<file path="config.mk">
export PLATFORM = sky130hd
export DESIGN_NAME = module_keypad_reader
export DESIGN_NICKNAME = d
export VERILOG_FILES = /design/src/rtl/module_keypad_reader.sv
export SDC_FILE = /design/constraint.sdc
export NUM_CORES = 1
export LEC_CHECK = 0
export CORE_MARGIN = 10
export CORE_UTILIZATION = 35
export DETAILED_ROUTE_END_ITERATION = 6
export GPL_TIMING_DRIVEN = 1
export PLACE_DENSITY_LB_ADDON = 0.12
export SETUP_SLACK_MARGIN = 0.2
export SYNTH_ARGS = -nofsm -noshare
export SYNTH_HDL_FRONTEND = slang
export SYNTH_SLANG_ARGS = --single-unit
</file>
<file path="constraint.sdc">
create_clock -name clk -period 2.65 [get_ports clk]
set_input_delay 0.53 -clock clk [delete_from_list [all_inputs] [get_ports clk]]
set_output_delay 0.53 -clock clk [all_outputs]
set_load 0.01 [all_outputs]
</file>
<file path="src/rtl/module_keypad_reader.sv">
// Keypad row reader: synchronises the row lines, debounces a single-key
// press against the column that was active when it was sampled, decodes it
// to a key value and holds the column scan (stop) until the key is released.
module module_keypad_reader #(
  parameter int DEBOUNCE_CYCLES = 16,
  parameter int SYNC_STAGES     = 2
) (
  input  logic       clk,
  input  logic       rst,
  input  logic [1:0] col_sel,
  input  logic [3:0] row_in,
  output logic       stop,
  output logic [3:0] key_code,
  output logic       key_valid,
  output logic       key_held
);

  localparam int CNT_W = $clog2(DEBOUNCE_CYCLES + 1);
  localparam logic [CNT_W-1:0] CNT_MAX = CNT_W'(DEBOUNCE_CYCLES);
  localparam logic [CNT_W-1:0] CNT_ONE = CNT_W'(1);

  typedef enum logic [2:0] {
    IDLE,
    DEBOUNCE,
    PRESSED,
    HELD,
    RELEASE
  } state_t;

  logic [3:0] row_sync [SYNC_STAGES];
  logic [1:0] col_dly  [SYNC_STAGES];
  logic [3:0] row_s;
  logic [1:0] col_s;

  logic           onehot;
  logic [1:0]     row_idx;

  state_t         state, state_n;
  logic [1:0]     r_l, r_n;
  logic [1:0]     c_l, c_n;
  logic [CNT_W-1:0] cnt, cnt_n, cnt_inc;
  logic [3:0]     code_n;

  // Key value for a given row/column position on the keypad face.
  function automatic logic [3:0] key_map(input logic [1:0] r, input logic [1:0] c);
    case ({r, c})
      4'b00_00: key_map = 4'h1;
      4'b00_01: key_map = 4'h2;
      4'b00_10: key_map = 4'h3;
      4'b00_11: key_map = 4'hA;
      4'b01_00: key_map = 4'h4;
      4'b01_01: key_map = 4'h5;
      4'b01_10: key_map = 4'h6;
      4'b01_11: key_map = 4'hB;
      4'b10_00: key_map = 4'h7;
      4'b10_01: key_map = 4'h8;
      4'b10_10: key_map = 4'h9;
      4'b10_11: key_map = 4'hC;
      4'b11_00: key_map = 4'hE;
      4'b11_01: key_map = 4'h0;
      4'b11_10: key_map = 4'hF;
      default:  key_map = 4'hD;
    endcase
  endfunction

  // Synchroniser on the rows plus a matching delay line on the column so both stay aligned.
  always_ff @(posedge clk) begin
    if (rst) begin
      for (int i = 0; i < SYNC_STAGES; i++) begin
        row_sync[i] <= 4'b0;
        col_dly[i]  <= 2'b0;
      end
    end else begin
      row_sync[0] <= row_in;
      col_dly[0]  <= col_sel;
      for (int i = 1; i < SYNC_STAGES; i++) begin
        row_sync[i] <= row_sync[i-1];
        col_dly[i]  <= col_dly[i-1];
      end
    end
  end

  assign row_s = row_sync[SYNC_STAGES-1];
  assign col_s = col_dly[SYNC_STAGES-1];

  // Single-row detection and the position of that row; multi-row patterns are ghosts.
  always_comb begin
    onehot  = (row_s != 4'b0) && ((row_s & (row_s - 4'd1)) == 4'b0);
    row_idx = 2'd0;
    for (int i = 0; i < 4; i++) begin
      if (row_s[i]) row_idx = 2'(i);
    end
  end

  // Next-state logic; the debounce count saturates instead of wrapping.
  always_comb begin
    state_n = state;
    r_n     = r_l;
    c_n     = c_l;
    cnt_n   = cnt;
    code_n  = key_code;
    cnt_inc = (cnt == CNT_MAX) ? cnt : cnt + CNT_ONE;
    case (state)
      IDLE: begin
        if (onehot) begin
          r_n     = row_idx;
          c_n     = col_s;
          cnt_n   = CNT_ONE;
          state_n = DEBOUNCE;
        end
      end
      DEBOUNCE: begin
        if ((row_s == (4'b0001 << r_l)) && (col_s == c_l)) begin
          cnt_n = cnt_inc;
          if (cnt_inc == CNT_MAX) state_n = PRESSED;
        end else begin
          state_n = IDLE;
        end
      end
      PRESSED: begin
        code_n  = key_map(r_l, c_l);
        state_n = HELD;
      end
      HELD: begin
        if (!row_s[r_l]) begin
          cnt_n   = CNT_ONE;
          state_n = RELEASE;
        end
      end
      RELEASE: begin
        if (row_s[r_l]) begin
          state_n = HELD;
        end else begin
          cnt_n = cnt_inc;
          if (cnt_inc == CNT_MAX) state_n = IDLE;
        end
      end
      default: state_n = IDLE;
    endcase
  end

  // State register and registered outputs; stop and key_held follow the state being entered.
  always_ff @(posedge clk) begin
    if (rst) begin
      state     <= IDLE;
      r_l       <= 2'd0;
      c_l       <= 2'd0;
      cnt       <= '0;
      stop      <= 1'b0;
      key_code  <= 4'h0;
      key_valid <= 1'b0;
      key_held  <= 1'b0;
    end else begin
      state     <= state_n;
      r_l       <= r_n;
      c_l       <= c_n;
      cnt       <= cnt_n;
      stop      <= (state_n != IDLE);
      key_code  <= code_n;
      key_valid <= (state == PRESSED);
      key_held  <= (state_n == HELD) || (state_n == RELEASE);
    end
  end

endmodule

</file>
# Yosys cells after proc, flatten, opt, wreduce, memory -nomap -nowiden
# Memory sizes are Yosys's and may differ from the RTL's. A register that Yosys moved wholly into a read port is not among the register bits.
# Cells that the tools add are included.
# Widths: inputs -> output; s select.
[totals]
mem_bits_ro = 64
output_inout_bits = 7
ramBits = 12
latchBits = 0
ff_bits = 15
memories = 3
elab_cells = 68
[classes]
n_shift = 1
muxes = 25
div = 0
order_cmp = 1
n_reduce_logical = 10
add_sub_neg = 2
n_bitwise = 5
multipliers = 0
n_eq_ne = 14
[mem_list]
columns = ["name", "depth", "width", "read_ports", "rd_ports_with_merged_regs", "write_ports", "line", "text"]
rows = [
  ["(name not given)", 16, 4, 1, 1, 0, "46", "case ({r, c})"],
  ["row_sync", 2, 4, 2, 0, 2, "30", "logic [3:0] row_sync [SYNC_STAGES];"],
  ["col_dly", 2, 2, 2, 0, 2, "31", "logic [1:0] col_dly [SYNC_STAGES];"],
]
[op_table]
columns = ["cell", "n"]
rows = [
  ["$mux 5", 5],
  ["$pmux 5 s4", 1],
  ["$mux 3", 6],
  ["$pmux 3 s5", 1],
  ["$eq 5x5->1 const B", 2],
  ["$eq 3x2->1 const B", 3],
  ["$mux 2", 4],
  ["$mux 4", 2],
  ["$ne 2x2->1 const B", 4],
  ["$reduce_bool 4->1", 2],
  ["$eq 3x3->1 const B", 2],
  ["$add 5x1->5 const B", 1],
  ["$mux 1", 5],
  ["$reduce_and 5->1", 1],
  ["$and 4x4->4", 1],
  ["$eq 4x4->1", 1],
  ["$logic_not 4->1", 1],
  ["$or 1x1->1", 4],
  ["$shl 1x2->4 const A", 1],
  ["$sub 4x1->4 const B", 1],
  ["$eq 3x1->1 const B", 1],
  ["$logic_not 3->1", 1],
  ["$lt 2x3->1 const B", 1],
  ["$reduce_bool 3->1", 1],
  ["other kinds (5)", 6],
]

# Longest topological paths before layout
# Gate-level depths: netlist (run 1).
# An unclocked memory read counts as a cell.
[logic_depth]
word_depth = 9
mapped_depth = 8
depth_no_buf = 8

# Least setup slack after synthesis (run 1)
# Ideal clock, no wire load.
[synth_path]
path_kind = "register -> register"
start = "memory row_sync[1][2] (netlist: row_sync[0][6])"
end = "register cnt[2]"
setup_time_ps = 122
arrival_time_ps = 1734
path_slack_ps = 794
period_less_slack_ps = 1856
path_stages_with_launch = 8
required_time_ps = 2528
cell_sequence = "dfxtp_1 -> buf_6 -> nor4b_1 -> a211oi_2 -> nor4_4 -> a21oi_2 -> and2_4 -> a311o_1"
[synth_lines]
columns = ["item", "line", "text"]
rows = [
  ["from (decl)", "30", ""],
  ["to (signal assigned)", "157", "cnt <= cnt_n;"],
  ["to (decl)", "41", "logic [CNT_W-1:0] cnt, cnt_n, cnt_inc;"],
]

# Worst setup path after layout (run 1)
[layout_path]
start = "register r_l[0]"
end = "register cnt[2]"
[layout_via]
elab_chain_cells = 5
[layout_rtl]
columns = ["item", "line", "text"]
rows = [
  ["from (decl)", "39", "logic [1:0] r_l, r_n;"],
  ["from (signal assigned)", "155", "r_l <= r_n;"],
  ["$shl 1x2->4", "113", "if ((row_s == (4'b0001 << r_l)) && (col_s == c_l)) begin"],
  ["$eq 4x4->1", "113", ""],
  ["$logic_and 1x1->1", "113", ""],
  ["$ne 2x2->1 (no line)", "-", ""],
  ["$reduce_and 5->1 (no line) *", "-", ""],
]
# Mark *: on every way between the ends. The rest lies on a longest branch, timed or not. The select of a mux whose other input is x is not followed.
# A chain may end at the register's enable or synchronous reset.

==> results of run 1 <==
==> state kept, by name, summed over array words and instances, names as in the netlist <==
register   cells
row_sync       8
col_dly        4
r_l            2
state          3
stop           1
key_code       4
cnt            5
c_l            2
key_held       1
key_valid      1
==> worst min path at each step <==
stage / cells after the start / to / slack [ps]
after floorplan: 1 / col_dly[0][2] / 410
after global placement: 1 / row_sync[0][6] / 420
after detailed placement: 1 / row_sync[0][6] / 420
after CTS: 1 / row_sync[0][6] / 440
after global routing: 1 / row_sync[0][4] / 460
final: 1 / row_sync[0][6] / 430
==> layout make-up <==
type	count	area, µm²	area share
Multi-Input combinational cell	139	957.2	0.4894
Sequential cell	31	620.6	0.3173
Timing Repair Buffer	16	155.1	0.07933
Clock buffer	6	82.58	0.04223
Tap cell	54	67.56	0.03455
Inverter	10	37.54	0.01919
Clock inverter	2	35.03	0.01791
==> metal layers <==
metal / up-vias / global-route usage / share of wire
met5: - / 0 / 0
met1: 632 / 0.1088 / 0.47
met2: 30 / 0.1472 / 0.45
li1: 697 / - / -
met4: 0 / 0.03613 / 0.016
met3: 5 / 0.03555 / 0.066
==> power by group through the flow <==
| stage | registers (W) | logic, W | clock network (W) |
|---|---|---|---|
| after global placement | 0.000523 | 0.000139 | 0 |
| final | 0.000514 | 0.000141 | 0.000476 |
| after floorplan | 0.000508 | 0.000122 | 0 |
| after CTS | 0.000514 | 0.000143 | 0.000495 |
| after detailed placement | 0.000525 | 0.000142 | 0 |
| after global routing | 0.000520 | 0.000160 | 0.000514 |
==> stage by stage <==
stage / utilization / cell area [µm²] / total power (W) / instances
after global routing: 0.4168 / 1956 / 0.001194 / 258
after global placement: 0.3917 / 1838 / 0.0006621 / 250
after floorplan: - / 1675 / 0.0006292 / 190
after CTS: 0.4168 / 1956 / 0.001152 / 258
after detailed placement: 0.3917 / 1838 / 0.0006672 / 250
final: 0.4168 / 1956 / 0.001132 / 258
==> cell usage after synthesis, drive strengths merged (2+ instances only) <==
library cell,instances
dfxtp,31
nor2,15
nand2,14
nor2b,14
a21oi,12
inv,10
o21ai,9
ha,7
a211oi,6
clkbuf,6
nand2b,6
mux2i,5
nor4,5
buf,4
nand3,4
xnor2,4
nor4b,3
a2111oi,2
a21o,2
and2,2
nand4,2
nor3,2
nor3b,2
o21bai,2
xor2,2
==> worst max-delay path, delay by kind of cell, from the launching register on <==
family,cells,cell delay [ps]
muxes,1,700
DFF,1,590
and+or+nand+nor,1,220
buffers and inverters,1,100
AOI/OAI and AO/OA,2,510
==> logic make-up after synthesis <==
family	synth area share
multiplexers	0.04556
flip-flops	0.3704
XOR/XNOR	0.03137
AO/OA/AOI/OAI	0.1845
buffers and inverters	0.05824
adder cells (fa/ha/maj)	0.05228
AND/OR/NAND/NOR	0.2577
==> results.toml, run 1 <==
[clock_tree]
cts-root-buf = "clkbuf_8"
cts_resized = 0
cts_tree = "yes"
numCtsBuffers = 5
hold_buffers = 0
clk_latency_ps = 280
postCtsSetupBuffers = 0
htreeDepth = 2
clock_sinks = 31
cts_buffer_depth = 2
clkTransAtPathRegs_ps = 60

[logic_synthesis]
synthArstFlopShare = 0
netlist_area_um2 = 1675
synth_cells = 190
synth_area_per_cell_um2 = 8.818
yosys.cell_types.count = 53
synth_edf_count = 0
yosys.area.top_type = "dfxtp_1"
synth.net_count = 205
ys_ff_latch = 31
synth_top_area_share = 0.3704
ys_warn_count = 0
yosysSeqAreaShare = 0.3704
synth_flop_cell = "dfxtp_1"
synth_area_leaders = "dfxtp_1, ha_1, nor2b_1"

[route]
wirelength_um = 3279
first_pass_iters = 6
avgViaCountPerCell = 5.287
drtAntennaViolNets = 0
drt-wirelength-per-cell_um = 12.71
vias = 1364
drc = 0
drt_iter0_markers = 158

[timing]
tightestPinTransition_ps = 490.2
max-slew-margin-rel = 0.6728
min_period_over_period = 0.8410
fmax_mhz = 448.7
skew_ps = 2.827
setup_viol = 0
finalHoldWorstSlack_ps = 434.1
slew_viol_final = 0
final.setup.tns_ps = 0
grt_setup_unrepaired = "no"
fin_ws_ps = 421.5
min_period_ps = 2229
hold_viol_final = 0

[power_and_ir_drop]
clkPwrFrac = 0.421
sw_frac_of_total = 0.2410
powerDensity_nw_per_um2 = 578.8
p_sw_w = 0.0002728
p_leak_nw = 0.7153
power_frac_seq = 0.455
combPwrFrac = 0.125
intPower_w = 0.0008591
vdd_drop_max_mv = 0.2805

[floorplan]
rows = 25
dieWidth_um = 89.19
die_h_um = 89.19
core_um2 = 4692
io_pins = 15
die-area_um2 = 7954
start_util = 0.3571

[global_routing]
gr-total-overflow = 0
grt_use_total = 0.09227
antenna_found_initial = 0
grt_max_degree = 22
grt_pass1_vias = 1277
grt_pass1_wl_um = 5837

[place]
numPortBuffers = 14
hpwl_um = 2493
place_ws_ps = 429.9
place.gp.congestion = 0.8314

[critical_path]
crit_required_ps = 2820
reg2reg_to = "cnt[2]"
criticalPathCategory = "flop to flop"
ff2ff_setup_slack_ps = 420
arrival_ps = 2400
start_kind = "flop"
endpoint = "cnt[2]"
crit_slowest_cell = "mux4_1"
slowest_delay_ps = 700
crit_start = "r_l[0]"
r2r_start = "r_l[0]"
critical_path.max_fanout = 13
cp_cell_sequence = "mux4_1 > inv_2 > a32oi_1 > and2_4 > a311o_1"
r2r_cells = 5
end_kind = "flop"

[hold_path]
hold_class = "flop to flop"
min_from = "row_sync[0][2]"

[job]
cap_violations = 0

[layout]
fin_nets = 218
drive_gt1_frac = 0.08824
area_growth_pct = 16.73
mostFrequentLayoutCell = "dfxtp_1"
fillers = 470
final_cell_mix = "dfxtp_1, nor2_1, nor2b_1, nand2_1, clkdlybuf4s50_1"
num_antenna_cells = 0

[status]
status = "completed"
(Power assumes the default switching activity.)
==> run 2, diff against run 1 <==
- clock period: 2.65 -> 2.1 ns (I/O delays scaled with it)
==> run 2 against run 1 <==
Compared with the run above:
- critical path depth stayed put
- sequential share of layout area shrank 1.9 points
- cell area is 7.4% higher
- clock skew is 7.3 ps higher
- clock-buffer cell count unchanged
- via count up 2.1%
- non-clock buffer count increased by 8
- flip-flop and latch count unchanged
- sequential power increased by 24%
- clock power up 28%
- final cell count increased by 3.1%
- maximum frequency is 22% higher
==> results.toml, run 2 (synthesis gave the netlist of run 1 again) <==
[critical_path]
r2r_cells = 5
critical_path.max_fanout = 7
ff2ff_setup_slack_ps = 280
criticalPathCategory = "flop to flop"
r2r_start = "state[2]"
crit_required_ps = 2300
reg2reg_to = "cnt[3]"
crit_slowest_cell = "or4_1"
cp_cell_sequence = "nand2b_1 > a21o_1 > or4_1 > o22a_1 > o211ai_1"
start_kind = "flop"
arrival_ps = 2020
end_kind = "flop"
slowest_delay_ps = 520

[timing]
hold_viol_final = 0
setup_viol = 0
slew_viol_final = 0
min_period_ps = 1821
tightestPinTransition_ps = 378.4
max-slew-margin-rel = 0.7474
grt_setup_unrepaired = "no"
min_period_over_period = 0.8670
final.setup.tns_ps = 0
skew_ps = 10.13
fmax_mhz = 549.3
finalHoldWorstSlack_ps = 427.4

[floorplan]
start_util = 0.3571
dieWidth_um = 89.19
io_pins = 15
die_h_um = 89.19
core_um2 = 4692
rows = 25
die-area_um2 = 7954

[global_routing]
grt_pass1_vias = 1282
grt_max_degree = 22
antenna_found_initial = 0
gr-total-overflow = 0
grt_pass1_wl_um = 5920
grt_use_total = 0.09364

[clock_tree]
clk_latency_ps = 280
cts-root-buf = "clkbuf_8"
numCtsBuffers = 5
clkTransAtPathRegs_ps = 70
cts_buffer_depth = 2
hold_buffers = 0
clock_sinks = 31
cts_tree = "yes"
htreeDepth = 2

[hold_path]
min_from = "row_sync[0][2]"
min_path_cells = 1
hold_class = "flop to flop"
hold_end = "row_sync[0][6]"

[route]
wirelength_um = 3526
vias = 1393
drtAntennaViolNets = 0
drt-wirelength-per-cell_um = 13.26
avgViaCountPerCell = 5.237
first_pass_iters = 6
drt_iter0_markers = 56
drc = 0

[power_and_ir_drop]
vdd_drop_max_mv = 0.2761
powerDensity_nw_per_um2 = 704.2
p_leak_nw = 0.7711

[place]
dpl.cell_count = 257
hpwl_um = 2555
place.gp.congestion = 0.8693
numPortBuffers = 14

[layout]
num_antenna_cells = 0
layout.cells.non_filler = 266
final_cell_mix = "dfxtp_1, nor2_1, nand2_1, clkdlybuf4s50_1, nor2b_1"
regMostFlops = "row_sync"
multi_input_area_um2 = 1036
drive_gt1_frac = 0.2264
mostFrequentLayoutCell = "dfxtp_1"
largest_reg_flops = 8
area_growth_pct = 25.39
regArea_um2 = 626.9
fillers = 471
fin_nets = 226
top_regs = "row_sync x8, cnt x5"

[job]
cap_violations = 0

[status]
status = "completed"
==> run 2: layout make-up <==
cell class                      count  share of cell area
Clock buffer                        6             0.03931
Timing Repair Buffer               24              0.1024
Clock inverter                      2             0.01668
Inverter                           10             0.01787
Multi-Input combinational cell    139              0.4932
Sequential cell                    31              0.2984
Tap cell                           54             0.03216
==> run 2: how the worst max path moves through the flow <==
stage / start / end / slack (ps) / cells after the start
detailed placement: row_sync[0][6] / cnt[2] / 200 / 5
global placement: r_l[0] / cnt[2] / 220 / 5
global route: cnt[1] / stop / 190 / 7
finish: state[2] / cnt[3] / 280 / 5
floorplan: row_sync[0][6] / cnt[2] / 240 / 7
CTS: row_sync[0][7] / cnt[2] / 200 / 6
==> run 2: power by group <==
group / leakage, nW / switching [W] / internal (W)
logic: 0.455 / 0.000121 / 0.000113
clock network: 0.0612 / 0.000225 / 0.000384
registers: 0.255 / 0.0000244 / 0.000612
total: 0.771 / 0.000371 / 0.00111
==> run 2: critical path, delay by kind of cell, from the launching register on <==
family	cells	cell delay, ps
simple gates	2	670
compound gates	3	570
flops	1	510
==> run 2: stage by stage <==
stage          worst slack [ps]  utilization  total power [W]  area (µm²)
6_report                  279.4       0.4477         0.001479        2101
5_1_grt                   194.6       0.4477         0.001549        2101
4_1_cts                   195.4       0.4285         0.001473        2011
3_5_place_dp              197.1       0.4029        0.0008560        1891
3_3_place_gp              216.6       0.4029        0.0008498        1891
2_1_floorplan             243.8            -        0.0007939        1675
==> run 2: what timing repair did <==
action | 4_1_cts | 5_1_grt
setup buffers | 0 | 1
gates resized for setup | 3 | 21
pin swaps | 0 | 2
setup endpoints to repair | 4 | 9
==> run 2: metal layers <==
layer  up-vias  global-route usage  wire, µm
met4         0             0.03468        37
met2        26              0.1373      1605
met1       649              0.1223      1714
met3         5             0.03373       168
met5         -                   0         0
li1        713                   -         -
==> run 3, diff against run 2 <==
- clock period: 2.1 -> 1.8 ns (I/O delays scaled with it)
==> run 3 against run 2 <==
Compared with the run above:
- clock skew increased by 2.6 ps
- via count increased by 5.1%
- setup slack got worse by 210 ps
- combinational power increased by 48%
- wire length increased by 8.1%
- global-route usage increased by 1.0 points
- critical path type unchanged
- critical endpoint is now cnt[2]
- highest routed layer unchanged
==> results.toml, run 3 (synthesis gave the netlist of run 1 again) <==
[status]
status = "completed"

[floorplan]
start_util = 0.3571
die-area_um2 = 7954
die_h_um = 89.19
core_um2 = 4692
io_pins = 15
dieWidth_um = 89.19
rows = 25

[power_and_ir_drop]
power_frac_seq = 0.387
combPwrFrac = 0.181
clkPwrFrac = 0.432
finalPower_w = 0.001913
p_leak_nw = 0.8916
vdd_drop_max_mv = 0.3510
p_sw_w = 0.0004645
intPower_w = 0.001448
sw_frac_of_total = 0.2428
powerDensity_nw_per_um2 = 809.8

[clock_tree]
cts_tree = "yes"
hold_buffers = 0
clock_sinks = 31
numCtsBuffers = 5
cts_buffer_depth = 2
clk_latency_ps = 280
cts-root-buf = "clkbuf_8"
clkTransAtPathRegs_ps = 80
htreeDepth = 2

[global_routing]
grt_pass1_wl_um = 6444
grt_max_degree = 28
grt_pass1_vias = 1453
gr-total-overflow = 0
grt_use_total = 0.1041
antenna_found_initial = 0

[place]
post_dp_cell_area_um2 = 2041
hpwl_um = 2778
place.gp.congestion = 0.8045
place_ws_ps = -73.46
numPortBuffers = 14

[layout]
regMostFlops = "row_sync"
num_antenna_cells = 0
multi_input_area_um2 = 1092
area_growth_pct = 41.00
fin_nets = 249
mostFrequentLayoutCell = "buf_4"
drive_gt1_frac = 0.3362
final_cell_mix = "buf_4, dfxtp_1, nand2_1, nor2_1, clkdlybuf4s50_1"
largest_reg_flops = 8
fillers = 439
fin_area_um2 = 2362
regArea_um2 = 638.1
top_regs = "row_sync x8, cnt x5"

[critical_path]
end_kind = "flop"
arrival_ps = 1910
crit_required_ps = 1980
criticalPathCategory = "flop to flop"
critical_path.max_fanout = 6
start_kind = "flop"

[route]
drc = 0
drt_iter0_markers = 53
avgViaCountPerCell = 5.066
vias = 1464
drt-wirelength-per-cell_um = 13.19
first_pass_iters = 4
wirelength_um = 3812
drtAntennaViolNets = 0

[timing]
tightestPinTransition_ps = 414.5
min_period_over_period = 0.9608
grt_setup_unrepaired = "yes"
setup_viol = 0
final.setup.tns_ps = 0
slew_viol_final = 0
hold_viol_final = 0
skew_ps = 12.77
max-slew-margin-rel = 0.7231
min_period_ps = 1729
fin_ws_ps = 70.65
fmax_mhz = 578.3

[job]
cap_violations = 0

[hold_path]
hold_class = "flop to flop"
[run 3: final timing paths]
check                                     from              to  slack [ps]  cells past startpoint
worst max-delay path            row_sync[0][6]          cnt[2]          70                      5
worst min register to register  row_sync[0][2]  row_sync[0][6]         440                      1
worst min-delay path            row_sync[0][2]  row_sync[0][6]         440                      1
worst max register to register  row_sync[0][6]          cnt[2]          70                      5
[run 3: per-stage QoR]
stage,util,cells,hold slack [ps]
floorplan,-,190,413.7
global placement,0.4349,274,424.6
detailed placement,0.4349,274,428.8
CTS,0.4944,288,442.0
global route,0.5035,289,457.7
finish,0.5035,289,438.6
[run 3: cell type report]
cell class	count	share of cell area
clock buffers	5	0.02913
clock inverters	3	0.02860
inverters	10	0.01695
multi-input cells	139	0.4624
flip-flops and latches	31	0.2701
well taps	54	0.02860
repair buffers	47	0.1642
[run 3: critical path: stages (launching register included)]
cell and delay [ps]:
dfxtp_2 370, mux4_2 520, inv_2 110, a32oi_4 130
and2_4 200, a311o_1 300
[run 3: power by group through the flow]
stage | Combinational (W) | Sequential (W) | Clock [W]
after global routing | 0.000379 | 0.000745 | 0.000875
after detailed placement | 0.000280 | 0.000755 | 0
final | 0.000346 | 0.000740 | 0.000827
after global placement | 0.000276 | 0.000753 | 0
after floorplan | 0.000182 | 0.000749 | 0
after CTS | 0.000333 | 0.000738 | 0.000849
[run 3: layer usage]
layer  up-vias  GRT usage  wire, µm
met2        26     0.1802      1912
li1        761          -         -
met3         7    0.03282       132
met4         0    0.04913        72
met5         -          0         0
met1       670     0.1126      1694
[run 3: what timing repair did]
item,CTS,global route
pin swaps,10,2
setup endpoints to repair,14,18
resized for setup,28,9
buffers inserted,6,1
